<file path="src/rtl/delay_loop_arbiter.sv">
// delay_loop_arbiter: round-robin owner of one shared delay counter.
// The winner's delay is latched at grant; Done pulses one cycle after count==Dlat.
module delay_loop_arbiter #(
  parameter int NumReq       = 4,
  parameter int NumberOfBits = 27
) (
  input  logic                             Clock,
  input  logic                             MR,
  input  logic [NumReq-1:0]                Req,
  input  logic [NumReq*NumberOfBits-1:0]   DelayIn,
  output logic [NumReq-1:0]                Grant,
  output logic [NumReq-1:0]                Done,
  output logic                             Busy
);

  localparam int IW = (NumReq > 1) ? $clog2(NumReq) : 1;

  typedef enum logic {
    IDLE,
    COUNT
  } state_e;

  state_e                  state_q, state_d;
  logic [NumReq-1:0]       grant_q, grant_d;
  logic [NumReq-1:0]       done_q, done_d;
  logic                    busy_q, busy_d;
  logic [NumberOfBits-1:0] count_q, count_d;
  logic [NumberOfBits-1:0] dlat_q, dlat_d;
  logic [IW-1:0]           ptr_q, ptr_d;

  logic [IW-1:0]           win;
  logic                    win_vld;
  logic                    abort;
  logic                    expire;

  function automatic logic [IW-1:0] wrap_add(
    input logic [IW-1:0] base,
    input int            k
  );
    int s;
    s = int'(base) + k;
    if (s >= NumReq) s = s - NumReq;
    return IW'(s);
  endfunction

  // Scan downward so the last hit is the nearest set bit at/after ptr_q.
  always_comb begin
    win     = '0;
    win_vld = 1'b0;
    for (int k = NumReq - 1; k >= 0; k--) begin
      if (Req[wrap_add(ptr_q, k)]) begin
        win     = wrap_add(ptr_q, k);
        win_vld = 1'b1;
      end
    end
  end

  assign abort  = (grant_q & Req) == '0;
  assign expire = count_q == dlat_q;

  always_comb begin
    state_d = state_q;
    grant_d = grant_q;
    done_d  = '0;
    busy_d  = busy_q;
    count_d = count_q;
    dlat_d  = dlat_q;
    ptr_d   = ptr_q;
    unique case (state_q)
      IDLE: begin
        if (win_vld) begin
          state_d = COUNT;
          grant_d = NumReq'(1) << win;
          busy_d  = 1'b1;
          count_d = '0;
          dlat_d  = DelayIn[int'(win)*NumberOfBits +: NumberOfBits];
          ptr_d   = wrap_add(win, 1);
        end
      end
      COUNT: begin
        // An owner dropping Req wins over completion on the same edge.
        if (abort) begin
          state_d = IDLE;
          grant_d = '0;
          busy_d  = 1'b0;
        end else if (expire) begin
          state_d = IDLE;
          done_d  = grant_q;
          grant_d = '0;
          busy_d  = 1'b0;
        end else begin
          count_d = count_q + 1'b1;
        end
      end
      default: begin
        state_d = IDLE;
        grant_d = '0;
        busy_d  = 1'b0;
      end
    endcase
  end

  always_ff @(posedge Clock or negedge MR) begin
    if (!MR) begin
      state_q <= IDLE;
      grant_q <= '0;
      done_q  <= '0;
      busy_q  <= 1'b0;
      count_q <= '0;
      dlat_q  <= '0;
      ptr_q   <= '0;
    end else begin
      state_q <= state_d;
      grant_q <= grant_d;
      done_q  <= done_d;
      busy_q  <= busy_d;
      count_q <= count_d;
      dlat_q  <= dlat_d;
      ptr_q   <= ptr_d;
    end
  end

  assign Grant = grant_q;
  assign Done  = done_q;
  assign Busy  = busy_q;

endmodule

</file>
<file path="config.mk">
export PLATFORM = sky130hd
export DESIGN_NAME = delay_loop_arbiter
export DESIGN_NICKNAME = d
export VERILOG_FILES = /design/src/rtl/delay_loop_arbiter.sv
export SDC_FILE = /design/constraint.sdc
export NUM_CORES = 1
export LEC_CHECK = 0
export ABC_AREA = 1
export CORE_AREA = 2 2 105 107
export CTS_CLUSTER_SIZE = 40
export DETAILED_ROUTE_END_ITERATION = 8
export DIE_AREA = 0 0 107 109
export PLACE_DENSITY = 0.82
export SLEW_MARGIN = 25
export SYNTH_ARGS = -nofsm -noshare
export SYNTH_HDL_FRONTEND = slang
export SYNTH_SLANG_ARGS = --single-unit
</file>
<file path="constraint.sdc">
create_clock -name Clock -period 2.4 [get_ports Clock]
set_input_delay 0.48 -clock Clock [delete_from_list [all_inputs] [get_ports Clock]]
set_output_delay 0.48 -clock Clock [all_outputs]
set_load 0.02 [all_outputs]
</file>
==> results.md <==
- Post-synthesis mux area share: 0
- Initial antenna violation count: 0
- Critical Path RT: about 2700 ps
- Max_slew headroom: 0.6539
- Fin area: about 0.0069 mm²
- Die area: approximately 0.012 mm²
- Max Cap Viol: 0
- Clock Pin Slew Worst Setup and Hold Paths: 80 ps
- Main flop type after synthesis: dfrtp_1
- Status: finished clean
- Chip Width: roughly 110 µm
- Synth Area in Compound Gates: 0.007737
- Slowest stage delay, CP: approximately 520 ps
- Max Clock Freq: 0.4762 GHz
- Unique masters post-synth: 31
- Final setup TNS: 0 ps
- RSZ-0062 raised after global routing: no
- CTS resizes: 0
- HP Class: in2async
- Kind of cell adding the most delay to the critical path: simple AND/OR/NAND/NOR gates
- Avg Cell Area, Syn: between 6 and 7 µm²
- Final HPWL DP: about 10 mm
- Storage element area: 0.001652 mm²
- Initial DRT Pass Iterations: 5
- Most frequent cells in the layout: nand2_1, nand3_1, inv_1, clkdlybuf4s50_1, dfrtp_1
- Global placement routability congestion: approximately 0.96
- First-pass GRT wire length: 23.78 mm
- Synth Cell Area: between 0.005 and 0.006 mm²
- Number of diodes: 0
- CTS tree: yes
- Clock Skew: roughly 10 ps
- Nets: approximately 1100
- Startpoint types: flop
- # port buffers: about 120
- Core Area: roughly 0.011 mm²
- Setup bufs post-CTS: 0
- Hold slack: 134.6 ps
- Total CTS buffers: 9
- Total global routing overflow: 0
- Xor and xnor area share after synthesis: 0.07550
- Synthesized flop and latch total: 66
- Synthesized netlist cell count: 865
- Final core utilization: 0.6493
- Top cell type's share of synthesized area: 0.3095
- P per Cell Area: about 1200 mW/mm²
- H-Tree Depth: 3
- FILL cells: 975
- Largest family of logic cells by synthesized area: simple AND/OR/NAND/NOR gates
- CP dominant cell by count: nand2_1
- Seq/Total Area, Yosys: 0.3095
- Synth Area in Adders: 0.01172
- P_leak: roughly 0.0037 µW
- 1st-iter DRT viols: slightly below 300
- Multi-input logic area: about 0.0029 mm²
- Vias in the first global route: between 5000 and 6000
- Final setup vio count: 0
- Worst Path Arrival: ~2400 ps
- CP max stage cell: dfrtp_1
- Drt total wl: 13.72 mm
- Wire length per cell: 12.34 µm
- Reg2reg setup slack: approximately 300 ps
- Die Height: ~110 µm
- Period minus WS final: 2100 ps
- Vias per cell: 4.967
- Post-DP Area: roughly 0.0067 mm²
- Number of routed nets with antenna violations: 0
- CP Capture Type: flop
- Root buffer cell: clkbuf_8
- Synth top area cells: dfrtp_1, nand2_1, nand3_1, inv_1, xnor2_1
- Largest net degree at the start of global routing: 67
- Crit Path Class: reg2reg
- GRT Util Overall: 0.2530
- Worst-path fanout max: 29
- Worst-Margin Slew: slightly above 500 ps
- Period Utilization, post-route: 0.8750
- Syn. warnings: 0
- DRC Markers: 0
- Post-synth EDFFs: 0
- Clock Sinks: 66
- Net Count, Synth: 984
- Slew Viols, Final: 0
- Share of layout cells above drive strength 1: 0.04835
- Buf+Inv Stages, Crit Path: 3
- Initial Util: 0.5033
- # rows: 38
- Simple-gate share of the synthesized area: 0.4429
- Area grow syn2layout: 29.00%
- Clock latency on the worst-skew pair: around 350 ps
- Synth area leader: dfrtp_1
- Final hold vios: 0
- Critical path, cell by cell: inv_4, nand2_1, nand2_1, nand2_1, nand2_2, inv_1, nand2_1, nand2_1, nand2_1, inv_2, nand3_1, nand2_1, nand2_1, nand2_1
- Most common cell after layout, fill and taps aside: nand2_1
- Top-Level Pins: 123
- Peak VDD IR: around 0.83 mV
- Clock Path Buffers: 2
- Hold_buf cts: 0
- Vias post-DR: between 5000 and 6000
- Ys async rst share: 1.000
[cell usage after synthesis, drive strengths merged (5+ instances only)]
library cell,number
dfrtp,66
ha,5
buf,34
nand4,10
clkbuf,12
xnor2,31
o21ai,5
nand2,316
nand3,150
inv,142
nor3,14
nor2,55
xor2,15
[where the power goes]
| group | internal, µW | switching, µW | total [µW] | leakage (µW) |
|---|---|---|---|---|
| clock | 610 | 438 | 1050 | 0.000109 |
| sequential | 1440 | 267 | 1710 | 0.000866 |
| combinational | 2050 | 3380 | 5420 | 0.00270 |
| total | 4100 | 4080 | 8180 | 0.00367 |
[worst register-to-register path: stages (launching register included)]
cell and delay [ps]:
dfrtp_1 520, inv_4 100, nand2_1 70, nand2_1 70, nand2_1 100, nand2_2 100
inv_1 60, nand2_1 50, nand2_1 50, nand2_1 100, inv_2 390, nand3_1 190
nand2_1 100, nand2_1 60, nand2_1 80
[layer usage]
layer | share of wire | GRT usage | vias up
met4 | 0.014 | 0.08349 | 0
met3 | 0.066 | 0.05021 | 18
met2 | 0.48 | 0.4177 | 186
li1 | - | - | 2828
met1 | 0.44 | 0.3347 | 2491
met5 | 0 | 0 | -
[registers in the layout (all words and copies together) (netlist names)]
| register | cells |
|---|---|
| Busy | 1 |
| Done | 4 |
| Grant | 4 |
| count_q | 27 |
| dlat_q | 27 |
| ptr_q | 2 |
| state_q | 1 |
[final cells by class]
class | instances | share of cell area
multi-input combinational | 610 | 0.4169
sequential | 66 | 0.2399
timing repair buffer | 137 | 0.2076
inverter | 143 | 0.07834
tap | 140 | 0.02545
clock buffer | 11 | 0.02054
clock inverter | 5 | 0.01127
[per-stage QoR]
| step | power [µW] | worst slack (ps) | cells |
|---|---|---|---|
| after floorplan | 5820 | 393.1 | 865 |
| after global placement | 7067 | 27.75 | 1096 |
| after detailed placement | 7143 | -21.76 | 1096 |
| after CTS | 8243 | 294.1 | 1112 |
| after global routing | 9031 | 22.95 | 1112 |
| final | 8182 | 300.0 | 1112 |
[worst paths after layout]
kind,depth (start not counted),startpoint,to
worst max-delay path,14,ptr_q[0],dlat_q[13]
max in group asynchronous,2,MR,count_q[10]
worst max register to register,14,ptr_q[0],dlat_q[13]
min in group Clock,2,Busy,Busy
worst min register to register,2,Busy,Busy
worst min-delay path,2,MR,Grant[1]
[cell families after synthesis]
logic type	count (synthesis)
AND/OR/NAND/NOR	552
adder cells (fa/ha/maj)	5
flip-flops	66
AO/OA/AOI/OAI	7
buffers and inverters	189
XOR/XNOR	46
(Power assumes the default switching activity.)
